==> src/rtl/scene_pixel_mux.sv <==
// Scene pixel mux: layer priority, scrolling floor texture, run/flash/over
// presentation FSM, and a two-stage pixel pipeline onto the VGA RGB bus.
//
// state     | meaning
// ----------+------------------------------------------------------------
// RUN       | game live; floor scrolls SCROLL_STEP px per frame
// HIT_FLASH | collision seen; goose blinks for FLASH_FRAMES frames
// OVER      | game over; dim sky, red goose, waits for restart
module scene_pixel_mux #(
    parameter int SCROLL_STEP  = 2,
    parameter int STRIPE_W     = 16,
    parameter int FLASH_FRAMES = 30
) (
    input  logic        clk,
    input  logic        reset,
    input  logic        p_tick,
    input  logic        video_on,
    input  logic [9:0]  x,
    input  logic [9:0]  y,
    input  logic        frame_tick,
    input  logic        floor,
    input  logic        grass,
    input  logic        goose,
    input  logic        obstacle,
    input  logic        hit,
    input  logic        restart,
    output logic [11:0] rgb,
    output logic        game_over,
    output logic [9:0]  scroll_x
);

    localparam int          PAR_BIT    = $clog2(STRIPE_W);
    localparam logic [10:0] SCREEN_W   = 11'd640;
    localparam logic [10:0] STEP       = 11'(SCROLL_STEP);
    localparam logic [7:0]  FLASH_LOAD = 8'(FLASH_FRAMES);
    localparam logic [10:0] PAR_MASK   = 11'(1) << PAR_BIT;

    typedef enum logic [1:0] {
        ST_RUN       = 2'd0,
        ST_HIT_FLASH = 2'd1,
        ST_OVER      = 2'd2
    } state_t;

    state_t      state_q, state_d;
    logic [9:0]  scroll_q, scroll_d;
    logic [7:0]  cnt_q, cnt_d;
    logic        phase_q, phase_d;
    logic        game_over_q, game_over_d;

    logic        s1_video_q, s1_floor_q, s1_grass_q, s1_goose_q, s1_obst_q, s1_par_q;
    logic [11:0] rgb_q, rgb_d;

    logic [10:0] tex_sum, tex_x, scroll_sum, scroll_wrap;
    logic        tex_par;

    // Row is not needed: region flags arrive already decoded per pixel.
    logic unused_y;
    assign unused_y = ^y;

    // Texture column: x plus scroll offset folded back into 0..639.
    always_comb begin
        tex_sum = {1'b0, x} + {1'b0, scroll_q};
        tex_x   = (tex_sum >= SCREEN_W) ? (tex_sum - SCREEN_W) : tex_sum;
        tex_par = |(tex_x & PAR_MASK);
    end

    // Next scroll offset with wrap at the screen width.
    always_comb begin
        scroll_sum  = {1'b0, scroll_q} + STEP;
        scroll_wrap = (scroll_sum >= SCREEN_W) ? (scroll_sum - SCREEN_W) : scroll_sum;
    end

    // FSM next-state: hit beats a coincident frame_tick in RUN.
    always_comb begin
        state_d  = state_q;
        scroll_d = scroll_q;
        cnt_d    = cnt_q;
        phase_d  = phase_q;
        case (state_q)
            ST_RUN: begin
                if (hit) begin
                    state_d = ST_HIT_FLASH;
                    cnt_d   = FLASH_LOAD;
                    phase_d = 1'b1;
                end else if (frame_tick) begin
                    scroll_d = 10'(scroll_wrap);
                end
            end
            ST_HIT_FLASH: begin
                if (frame_tick) begin
                    phase_d = ~phase_q;
                    cnt_d   = cnt_q - 8'd1;
                    if (cnt_q == 8'd1) state_d = ST_OVER;
                end
            end
            ST_OVER: begin
                if (restart) begin
                    state_d  = ST_RUN;
                    scroll_d = 10'd0;
                    phase_d  = 1'b0;
                end
            end
            default: state_d = ST_RUN;
        endcase
        game_over_d = (state_d == ST_OVER);
    end

    // FSM state, scroll offset, flash counter/phase and game_over registers.
    always_ff @(posedge clk or negedge reset) begin
        if (!reset) begin
            state_q     <= ST_RUN;
            scroll_q    <= 10'd0;
            cnt_q       <= 8'd0;
            phase_q     <= 1'b0;
            game_over_q <= 1'b0;
        end else begin
            state_q     <= state_d;
            scroll_q    <= scroll_d;
            cnt_q       <= cnt_d;
            phase_q     <= phase_d;
            game_over_q <= game_over_d;
        end
    end

    // Colour priority on stage-1 data, using the current presentation state.
    always_comb begin
        rgb_d = 12'h000;
        if (!s1_video_q) begin
            rgb_d = 12'h000;
        end else if (s1_goose_q) begin
            case (state_q)
                ST_HIT_FLASH: rgb_d = phase_q ? 12'hF00 : 12'hFFF;
                ST_OVER:      rgb_d = 12'hF00;
                default:      rgb_d = 12'hFFF;
            endcase
        end else if (s1_obst_q) begin
            rgb_d = 12'h333;
        end else if (s1_grass_q) begin
            rgb_d = 12'h2A2;
        end else if (s1_floor_q) begin
            rgb_d = s1_par_q ? 12'h963 : 12'h852;
        end else begin
            rgb_d = (state_q == ST_OVER) ? 12'h446 : 12'h8CF;
        end
    end

    // Two-stage pixel pipeline, advancing only on pixel enables.
    always_ff @(posedge clk or negedge reset) begin
        if (!reset) begin
            s1_video_q <= 1'b0;
            s1_floor_q <= 1'b0;
            s1_grass_q <= 1'b0;
            s1_goose_q <= 1'b0;
            s1_obst_q  <= 1'b0;
            s1_par_q   <= 1'b0;
            rgb_q      <= 12'h000;
        end else if (p_tick) begin
            s1_video_q <= video_on;
            s1_floor_q <= floor;
            s1_grass_q <= grass;
            s1_goose_q <= goose;
            s1_obst_q  <= obstacle;
            s1_par_q   <= tex_par;
            rgb_q      <= rgb_d;
        end
    end

    assign rgb       = rgb_q;
    assign game_over = game_over_q;
    assign scroll_x  = scroll_q;

endmodule
==> config.mk <==
export PLATFORM = sky130hd
export DESIGN_NAME = scene_pixel_mux
export DESIGN_NICKNAME = d
export VERILOG_FILES = /design/src/rtl/scene_pixel_mux.sv
export SDC_FILE = /design/constraint.sdc
export NUM_CORES = 1
export LEC_CHECK = 0
export ABC_AREA = 1
export CAP_MARGIN = 20
export CORE_MARGIN = 3
export CORE_UTILIZATION = 52
export DETAILED_ROUTE_END_ITERATION = 12
export GPL_TIMING_DRIVEN = 0
export PLACE_DENSITY_LB_ADDON = 0.3
export SKIP_CTS_REPAIR_TIMING = 1
export SLEW_MARGIN = 10
export SYNTH_ARGS = -nofsm -noshare
export SYNTH_HDL_FRONTEND = slang
export SYNTH_SLANG_ARGS = --single-unit
==> constraint.sdc <==
create_clock -name clk -period 3.3 [get_ports clk]
set_clock_uncertainty 0.05 [all_clocks]
set_input_delay 0.495 -clock clk [delete_from_list [all_inputs] [get_ports clk]]
set_output_delay 0.495 -clock clk [all_outputs]
set_load 0.005 [all_outputs]
* Word-level counts from Yosys, hierarchy flattened
Cells that the tools add are included.
Widths: inputs -> output; s select.
** Word-level totals
- Register bits after elaboration :: 40
- Bits of input ports :: 31
- Output and inout bits :: 23
- Word-level logic and storage cells :: 63
** Cells by class
- $add $sub $neg :: 5
- $lt $le $gt $ge :: 2
- Equal/unequal tests :: 9
- Multiplexer cells :: 27
- Bitwise logic cells :: 1
- Reductions and logical operators :: 7
** Operators by type and width (count)
- $mux 12 :: 6
- $mux 10 :: 4
- $pmux 8 s2 :: 2
- $mux 8 :: 3
- $ge 11x10->1 const B :: 2
- $pmux 10 s2 :: 1
- $add 10x10->11 :: 1
- $add 10x2->11 const B :: 1
- $ne 2x2->1 const B :: 5
- $sub 10x10->10 const B :: 1
- $mux 9 :: 1
- $eq 8x1->1 const B :: 1
- $mux 2 :: 4
- $reduce_and 4->1 :: 2
- $sub 8x1->8 const B :: 1
- $pmux 2 s3 :: 1
- $mux 5 :: 1
- $sub 5x1->5 const B :: 1
- $eq 2x2->1 const B :: 2
- $reduce_bool 2->1 :: 2
- $mux 1 :: 3
- $pmux 1 s3 :: 1
- $reduce_and 3->1 :: 1
- $reduce_bool 3->1 :: 1
- 3 further kinds :: 3

* Depth between registers and ports, before layout
- Depth in word-level cells :: 7
- Gate-level depth with buffers :: 12

* Least setup slack after synthesis
OpenSTA, ideal clock, no wires.
- Kind :: register -> register
- Start point :: reg scroll_q[1] (netlist: scroll_x[1])
- End point :: reg scroll_q[8] (netlist: scroll_x[8])
- Arrival :: 1.376 ns
- Required time :: 3.185 ns
- Setup slack :: 1.810 ns
- Stages on the path, launching flop included :: 13
- Clock period less this slack :: 1.490 ns
- Cell sequence :: dfrtp_1 > ha_1 > nand2_1 > nor2_4 > nand2_1 > nand2_1 > nand2_1 > inv_1 > o21ai_1 > nand2_1 > inv_1 > nand2_1 > nand2_1
** Between the ends
- Word-level cells in the longest chain between the ends :: 6
- Elaborated cells on any way between the ends :: 7
** RTL lines
- from (decl) :: line 45 : logic [9:0] scroll_q, scroll_d;
- from (signal assigned) :: line 118 : scroll_q <= scroll_d;
- $add 10x2->11 (*) :: line 69 : scroll_sum = {1'b0, scroll_q} + STEP;
- $sub 10x10->10 / $ge 11x10->1 (equally long branches) :: line 70 : scroll_wrap = (scroll_sum >= SCREEN_W) ? (scroll_sum - SCREEN_W) : scroll_sum;
- $mux 10 (*) :: line 70
- $mux 10 (*) :: line 85 : end else if (frame_tick) begin
- $mux 10 (*) :: line 81 : if (hit) begin
- $pmux 10 s2 (*) :: line 79 : case (state_q)
Mark *: on every way between the ends. The rest lies on a longest branch, timed or not. The select of a mux whose other input is x is not followed.
A chain may end at the register's enable or synchronous reset.

* Worst setup path after layout
- Start point :: in frame_tick
- End point :: reg scroll_q[8] (netlist: scroll_x[8])
** Between the ends
- Word-level cells in the longest chain between the ends :: 2
** RTL lines
- from (decl) :: line 20 : input logic frame_tick,
- $ne 2x2->1 (no source line)
- $reduce_and 4->1 (no source line)
No other way between the ends.

==> results.cfg <==
[floorplanning]
dieHeight_microns = 69.49
die-area_sq_um = 4828
die_x_microns = 69.49
io_pins = 54
core_sq_um = 3771
initial_core_util_pct = 55.57
rows = 22

[worst_setup_path]
worstPathMaxFanout = 9
r2r-end = scroll_x[8]$_DFFE_PN0P_
critical_path_class = in -> reg
worstPathArrival_ns = 2.05
r2r_slack_ns = 1.63
cp_cell_sequence = clkdlybuf4s50_1, inv_1, o21ai_2, nand2_2, nor2_1, nand2_1, inv_1, nand2_1, nand2_1
cp-start-kind = input pin
cp_slowest_cell = clkdlybuf4s50_1
cp_common_cell = nand2_1
r2r_cells = 12
end_kind = flip-flop
required_ns = 3.47
reg2reg_from = scroll_x[2]$_DFFE_PN0P_
worst_path_largest_cell_delay_ns = 0.55

[layout]
diodes = 0
fin_util_pct = 69.48
final_cells = 356
fin_nets = 344
synthToLayoutAreaGrowth_pct = 25.01
drive_gt1_share_pct = 7.468

[global_routing]
grt_pass1_vias = 1790
grt.overflow.total = 0
busiest_layer = met2
grt_util_met2_pct = 33.16
grtUsageMet1_pct = 25.68
grt_first_pass_wirelength_microns = 7866
antenna_found_initial = 0
grt_max_degree = 22
grt_util_met3_pct = 4.493
gr-usage-all-layers_pct = 19.72

[route]
wl_microns = 4363
vias = 1856
routed_via_density = 5.213
ant_nets = 0
wire_per_inst_microns = 12.26
drc_errors = 0
first_pass_iters = 4
drt-initial-drc-count = 125

[synthesis]
syn_nets = 300
synth_edf_count = 0
synth.distinct_cells = 33
synth-seq-cells = 39
syn_inst = 263
synth_flop_cell = dfrtp_1
yosys_warnings = 0
synth-seq-area-share_pct = 46.57
async_flop_share_pct = 100.0
postSynthAreaPerCell_sq_um = 7.969
syn_area_sq_um = 2096

[timing]
timing.final.ws_setup_ns = 1.426
slew_viol_final = 0
finalCriticalPeriod_ns = 1.874
max_freq_mhz = 533.5
finalHoldViolations = 0
setup_viol = 0
period_share_pct = 56.80
holdWs_ns = 0.1116
fin_tns_setup_ns = 0
rsz0062_at_grt = no

[pwr]
p_int_w = 0.001007
power.share.clock_pct = 18.9
ir_worst_vdd_mv = 0.3953
power_density_nw_per_um2 = 610.4
p_leak_nw = 1.268
p_sw_share_pct = 37.05
comb_power_share_pct = 37.9
p_sw_w = 0.0005926
p_seq_share_pct = 43.2

[run_status]
status = complete, no violations

[clock_network]
numCtsBuffers = 5
clkTransAtPathRegs_ns = 0.07
insertion_delay_ns = 0.28
tritoncts = built
clockRootBuffer = clkbuf_8
cts_buffer_depth = 2
cts.sinks = 39
h-tree-depth = 2

[placement]
gp_congestion = 0.8661
hpwl_microns = 3367
placed_cells = 348
numPortBuffers = 36
place_worst_setup_slack_ns = 1.130

[hold_path]
hold_path_class = in -> async

[run]
drv_cap = 0
## flip-flops by register name (all words and copies together), names as in the netlist
name	count
cnt_q	8
rgb	12
scroll_x	9
s1_obst_q	1
s1_grass_q	1
game_over	1
s1_par_q	1
s1_floor_q	1
s1_goose_q	1
state_q	2
phase_q	1
s1_video_q	1
## layer usage
layer	vias to the layer above	part of all wire, %
li1	950	-
met1	852	45
met2	52	49
met3	2	5.5
met4	0	0.62
met5	-	0
## critical path, delay by kind of cell
family                 cells  cell delay [ns]
buffers and inverters      3             0.70
AOI/OAI and AO/OA          1             0.12
and+or+nand+nor            5             0.72
## layout by cell type (no fill, tap or decap), types with 2 or more instances in the layout
master / synthesis / layout
nor3_1: 5 / 5
nand2_4: 3 / 3
o22ai_1: 10 / 10
clkdlybuf4s50_1: 0 / 35
nand2_1: 50 / 50
nor2_1: 16 / 16
dfrtp_1: 39 / 39
o21ai_0: 25 / 25
o21ai_2: 2 / 2
ha_1: 6 / 6
nand2_2: 2 / 2
nor2_4: 2 / 2
a22o_1: 2 / 2
nand3_1: 19 / 19
clkbuf_8: 0 / 5
nand4_1: 2 / 2
a21oi_1: 11 / 11
o211ai_1: 2 / 2
inv_2: 2 / 2
clkbuf_1: 3 / 5
inv_1: 48 / 48
## how the worst max path moves through the flow
| stage | startpoint | to | slack (ns) |
|---|---|---|---|
| 4_1_cts | frame_tick | scroll_x[8]$_DFFE_PN0P_ | 1.42 |
| 3_3_place_gp | reset | scroll_x[8]$_DFFE_PN0P_ | 0.75 |
| 2_1_floorplan | scroll_x[1]$_DFFE_PN0P_ | scroll_x[8]$_DFFE_PN0P_ | 1.81 |
| 6_report | frame_tick | scroll_x[8]$_DFFE_PN0P_ | 1.43 |
| 3_5_place_dp | frame_tick | scroll_x[8]$_DFFE_PN0P_ | 1.13 |
| 5_1_grt | frame_tick | scroll_x[8]$_DFFE_PN0P_ | 1.28 |
## power groups by stage
stage	clock, W	sequential [W]	combinational [W]
after floorplan	0	0.000681	0.000369
after global placement	0	0.000695	0.000585
final	0.000302	0.000692	0.000606
after global routing	0.000336	0.000710	0.000688
after detailed placement	0	0.000700	0.000610
after CTS	0.000314	0.000691	0.000612
## area by class of cell
type                       instances  area, sq um
timing repair buffer              37        382.9
fill                             316         1151
clock inverter                     1        5.005
clock buffer                       7        76.32
inverter                          50        187.7
tap                               48        60.06
buffer                             4        18.77
multi-input combinational        170        913.4
sequential                        39        975.9
## synth_stat cells, drive strengths merged, types with 2 or more instances
cell	number	area, sq um
a22o	2	17.52
a21oi	11	55.05
nor2	19	88.84
nor3	5	25.02
dfrtp	39	975.9
o22ai	10	62.56
nand2	55	234.0
o211ai	2	15.01
nand4	2	12.51
o21ai	28	147.6
ha	6	75.07
inv	50	187.7
nand3	19	95.09
clkbuf	3	11.26
## stage by stage
step	area, sq um	total power, W
floorplan	2096	0.001050
global placement	2516	0.001281
detailed placement	2539	0.001309
CTS	2620	0.001617
global route	2620	0.001733
finish	2620	0.001599
## kinds of logic (layout without fill, tap and decap cells)
| group | count (synthesis) | after routing | share of synthesized area (%) |
|---|---|---|---|
| AND/OR/NAND/NOR | 102 | 102 | 22.45 |
| AO/OA/AOI/OAI | 58 | 58 | 16.00 |
| buffers and inverters | 54 | 99 | 9.851 |
| flip-flops | 39 | 39 | 46.57 |
| adder cells (fa/ha/maj) | 6 | 6 | 3.582 |
| XOR/XNOR | 2 | 2 | 0.8360 |
| other | 1 | 1 | 0.1789 |
| multiplexers | 1 | 1 | 0.5373 |
Power figures use the tool's default switching activity.
